`src/rtl/state_pkg.sv`:
```
// state_pkg: state encoding shared by the mode controller and the LED decoder.
package state_pkg;
  localparam int STATE_W = 2;
  typedef enum logic [STATE_W-1:0] {
    ST_IDLE  = 2'd0,
    ST_RUN   = 2'd1,
    ST_PAUSE = 2'd2,
    ST_ALARM = 2'd3
  } state_t;
endpackage

```
`src/rtl/btn_debounce.sv`:
```
// btn_debounce: synchronizes and debounces a raw button; one-cycle pulse on accepted press.
module btn_debounce #(
  parameter int DEBOUNCE_CYCLES = 4
) (
  input  logic clk,
  input  logic rst_n,
  input  logic raw,
  output logic level,
  output logic press
);
  localparam int CW = $clog2(DEBOUNCE_CYCLES + 1);
  logic s1, s2, lvl_d;
  logic [CW-1:0] cnt;
  always_ff @(posedge clk or negedge rst_n) begin
    if (!rst_n) begin
      s1    <= 1'b0;
      s2    <= 1'b0;
      level <= 1'b0;
      lvl_d <= 1'b0;
      press <= 1'b0;
      cnt   <= '0;
    end else begin
      s1    <= raw;
      s2    <= s1;
      lvl_d <= level;
      press <= level & ~lvl_d;
      if (s2 == level) cnt <= '0;
      else if (cnt == CW'(DEBOUNCE_CYCLES - 1)) begin
        level <= s2;
        cnt   <= '0;
      end else cnt <= cnt + CW'(1);
    end
  end
endmodule

```
`src/rtl/state_ctrl.sv`:
```
// state_ctrl: IDLE/RUN/PAUSE/ALARM mode sequencer with debounced buttons and PAUSE timeout.
module state_ctrl
  import state_pkg::*;
#(
  parameter int DEBOUNCE_CYCLES = 4,
  parameter int TIMEOUT_CYCLES  = 16,
  localparam int CNT_W = $clog2(((DEBOUNCE_CYCLES > TIMEOUT_CYCLES) ? DEBOUNCE_CYCLES : TIMEOUT_CYCLES) + 1)
) (
  input  logic               clk,
  input  logic               rst_n,
  input  logic               btn_next,
  input  logic               btn_back,
  input  logic               alarm,
  output logic [STATE_W-1:0] state,
  output logic               state_changed
);
  state_t state_q, state_n;
  logic next_p, back_p, a1, alarm_s;
  logic [1:0] unused_level;
  logic [CNT_W-1:0] tcnt;
  btn_debounce #(.DEBOUNCE_CYCLES(DEBOUNCE_CYCLES)) u_next (
    .clk(clk), .rst_n(rst_n), .raw(btn_next), .level(unused_level[0]), .press(next_p)
  );
  btn_debounce #(.DEBOUNCE_CYCLES(DEBOUNCE_CYCLES)) u_back (
    .clk(clk), .rst_n(rst_n), .raw(btn_back), .level(unused_level[1]), .press(back_p)
  );
  assign state = state_q;
  always_comb begin
    state_n = state_q;
    if (alarm_s && state_q != ST_ALARM) state_n = ST_ALARM;
    else case (state_q)
      ST_ALARM: state_n = (!alarm_s && next_p) ? ST_IDLE : ST_ALARM;
      ST_IDLE:  state_n = next_p ? ST_RUN : ST_IDLE;
      ST_RUN:   state_n = back_p ? ST_IDLE : next_p ? ST_PAUSE : ST_RUN;
      default:  state_n = back_p ? ST_IDLE : next_p ? ST_RUN :
                          (tcnt == CNT_W'(TIMEOUT_CYCLES - 1)) ? ST_IDLE : ST_PAUSE;
    endcase
  end
  // Timeout counts only while PAUSE persists, so entry and any exit both leave it at zero.
  always_ff @(posedge clk or negedge rst_n) begin
    if (!rst_n) begin
      a1            <= 1'b0;
      alarm_s       <= 1'b0;
      state_q       <= ST_IDLE;
      state_changed <= 1'b0;
      tcnt          <= '0;
    end else begin
      a1            <= alarm;
      alarm_s       <= a1;
      state_q       <= state_n;
      state_changed <= state_n != state_q;
      tcnt          <= (state_q == ST_PAUSE && state_n == ST_PAUSE) ? tcnt + CNT_W'(1) : '0;
    end
  end
endmodule

```
`config.mk`:
```
export PLATFORM = sky130hd
export DESIGN_NAME = state_ctrl
export DESIGN_NICKNAME = d
export VERILOG_FILES = /design/src/rtl/state_pkg.sv /design/src/rtl/btn_debounce.sv /design/src/rtl/state_ctrl.sv
export SDC_FILE = /design/constraint.sdc
export NUM_CORES = 1
export LEC_CHECK = 0
export CAP_MARGIN = 40
export CORE_UTILIZATION = 58
export CTS_BUF_LIST = sky130_fd_sc_hd__clkbuf_16
export CTS_CLUSTER_SIZE = 30
export DETAILED_ROUTE_END_ITERATION = 16
export PLACE_DENSITY_LB_ADDON = 0.05
export SLEW_MARGIN = 5
export SYNTH_ARGS = -nofsm -noshare
export SYNTH_HDL_FRONTEND = slang
export SYNTH_SLANG_ARGS = --single-unit
```
`constraint.sdc`:
```
create_clock -name clk -period 3.4 [get_ports clk]
set_clock_uncertainty 0.15 [all_clocks]
set_input_delay 0.34 -clock clk [delete_from_list [all_inputs] [get_ports clk]]
set_output_delay 0.34 -clock clk [all_outputs]
set_load 0.01 [all_outputs]
```
==> flow_summary.json <==
{
  "viasPerCell": 5.870,
  "drt_wl_total_um": 1524,
  "io_buffers": 7,
  "wire_per_inst_um": 15.24,
  "holdBufCountCts": 0,
  "final_cell_mix": "dfrtp_1 (26), nor2_1 (8), clkdlybuf4s50_1 (7)",
  "postCtsSetupRepairBufs": 0,
  "setup.worst_path.end": "tcnt[2]$_DFF_PN0_",
  "tritoncts": "done",
  "ys_async_sr_fraction_pct": 100.0,
  "yosys_most_used_dff": "dfrtp_1",
  "relSlewSlack_pct": 65.30,
  "setup_violations": 0,
  "worstHoldPathCells": 0,
  "grt_max_degree": 17,
  "synth-edff-count": 0,
  "min_path_type": "reg2reg",
  "ant_nets": 0,
  "fin_area_mm2": 0.001172,
  "cp_data_required_time_ps": 3430,
  "r2r_start": "tcnt[0]$_DFF_PN0_",
  "leakagePower_nw": 0.5416,
  "die_area_mm2": 0.001826,
  "end_kind": "register",
  "insertedDiodeCount": 0,
  "rsz0062_at_grt": "false",
  "die_y_um": 42.73,
  "fin_util_pct": 76.93,
  "worstSetupStartpointType": "register",
  "reg2reg_to": "tcnt[2]$_DFF_PN0_",
  "ctsResizeCount": 0,
  "worst_slew_pin_slew_ps": 518.9,
  "firstDrtPassIters": 4,
  "arrival_ps": 1900,
  "synth_cells": 72,
  "min_from": "u_back.s1$_DFF_PN0_",
  "grt_usage_pct": 20.48,
  "synth.distinct_cells": 22,
  "crit_type": "reg2reg",
  "ys_ff_latch": 26,
  "num_vias": 587,
  "grt.overflow.total": 0,
  "fin_crit_sh_pct": 54.80,
  "numClockSinks": 26,
  "yosysTopAreaCellShare_pct": 67.62,
  "antenna_found_initial": 0,
  "layout_commonest_cell": "dfrtp_1",
  "htreeDepth": 1,
  "min_period_ps": 1863,
  "io_pins": 8,
  "path_clk_slew_ps": 70,
  "fillCellCount": 93,
  "fmax_mhz": 536.7,
  "routabilityCongestion": 0.8093,
  "cp_max_fo": 4,
  "yosysSeqAreaShare_pct": 67.62,
  "fin_ws_ps": 1537,
  "r2r_cells": 6,
  "synth_area_um2": 962.2,
  "power_uw": 993.7,
  "fin_tns_setup_ps": 0,
  "final_nets": 94,
  "drive_gt1_share_pct": 10.71,
  "peakVddDrop_v": 0.0005300,
  "synth.avg_cell_area_um2": 13.36,
  "grt_pass1_wl_um": 2628,
  "grt_pass1_vias": 585,
  "placeableCoreArea_mm2": 0.001524,
  "drt_iter0_markers": 7,
  "clock_latency_ps": 260,
  "area_growth_pct": 21.85,
  "synth_area_leader_cell": "dfrtp_1",
  "startpoint": "tcnt[0]$_DFF_PN0_",
  "cts-buffers-inserted": 3,
  "clockBufferDepth": 2,
  "dieWidth_um": 42.73,
  "floorplan.initialDensity_pct": 63.14,
  "dpl.hpwl_um": 1009,
  "hold_viol": 0,
  "rows": 14,
  "synth_nets": 81,
  "clockRootBuffer": "clkbuf_16",
  "power.density_mw_per_mm2": 847.6,
  "drcViolationCount": 0,
  "cap_violations": 0,
  "synth_area_leaders": "dfrtp_1 (68%), ha_1 (5.2%), mux2_2 (3.5%)",
  "slew_violations": 0,
  "place_area_mm2": 0.001067,
  "r2r_setup_slack_ps": 1540,
  "yosys_warnings": 0,
  "status": "finished, final reports clean",
  "pre_cts_slack_ps": 1584
}
how the worst min path moves through the flow:
stage          slack [ps]                   to
2_1_floorplan        -110         a1$_DFF_PN0_
3_3_place_gp          180  u_next.s2$_DFF_PN0_
3_5_place_dp          180  u_next.s2$_DFF_PN0_
4_1_cts               210  u_next.s2$_DFF_PN0_
5_1_grt               210  u_next.s2$_DFF_PN0_
6_report              210  u_back.s2$_DFF_PN0_
sequential cells by signal, indices dropped and copies added (netlist names), 2 cells and up:
| signal | count |
|---|---|
| state | 2 |
| u_back.cnt | 3 |
| u_next.cnt | 3 |
| tcnt | 5 |
worst max-delay path, stage by stage, from the launching register on:
cell,delay (ps)
dfrtp_1,410
ha_1,230
and3_1,190
ha_1,220
nor4_1,270
nand2_1,170
nor2_1,150
where the power goes:
group          total [mW]  internal (mW)  leakage [nW]  switching [mW]
Sequential          0.452          0.386         0.325          0.0667
Clock               0.338          0.234        0.0511           0.104
Combinational       0.203          0.113         0.165          0.0899
Total               0.994          0.733         0.542           0.261
cell families after synthesis:
group,after synthesis,synth area share (%)
simple gates,27,14.96
flops,26,67.62
compound gates,6,4.291
xor+xnor,4,3.642
fa+ha+maj,4,5.202
mux,3,3.511
buf+inv,2,0.7805
synth_stat cells, drive strengths merged (2+ instances only):
| cell | instances |
|---|---|
| nor2 | 8 |
| nor2b | 5 |
| dfrtp | 26 |
| xnor2 | 3 |
| ha | 4 |
| nand2 | 3 |
| nor3 | 2 |
| nor3b | 4 |
| mux2 | 3 |
| inv | 2 |
| and3 | 2 |
layer usage:
layer / up-vias / global-route usage, % / part of all wire (%)
li1: 267 / - / -
met1: 297 / 23.95 / 42
met2: 17 / 33.64 / 50
met3: 6 / 5.957 / 4.5
met4: 0 / 11.25 / 3.6
met5: - / 0 / 0
stage by stage:
stage,cells,hold slack [ps]
after floorplan,72,-105.6
after global placement,95,183.3
after detailed placement,96,184.7
after CTS,100,207.5
after global routing,100,207.8
final,100,206.1
cell type report:
type / instances / area (µm²) / area share (%)
flip-flops and latches: 26 / 650.6 / 55.50
well taps: 16 / 20.02 / 1.708
repair buffers: 8 / 85.08 / 7.257
inverters: 2 / 7.507 / 0.6403
clock buffers: 3 / 75.07 / 6.403
multi-input cells: 44 / 304.0 / 25.93
clock inverters: 1 / 30.03 / 2.561
No activity file was read; power rests on OpenSTA's default activity.
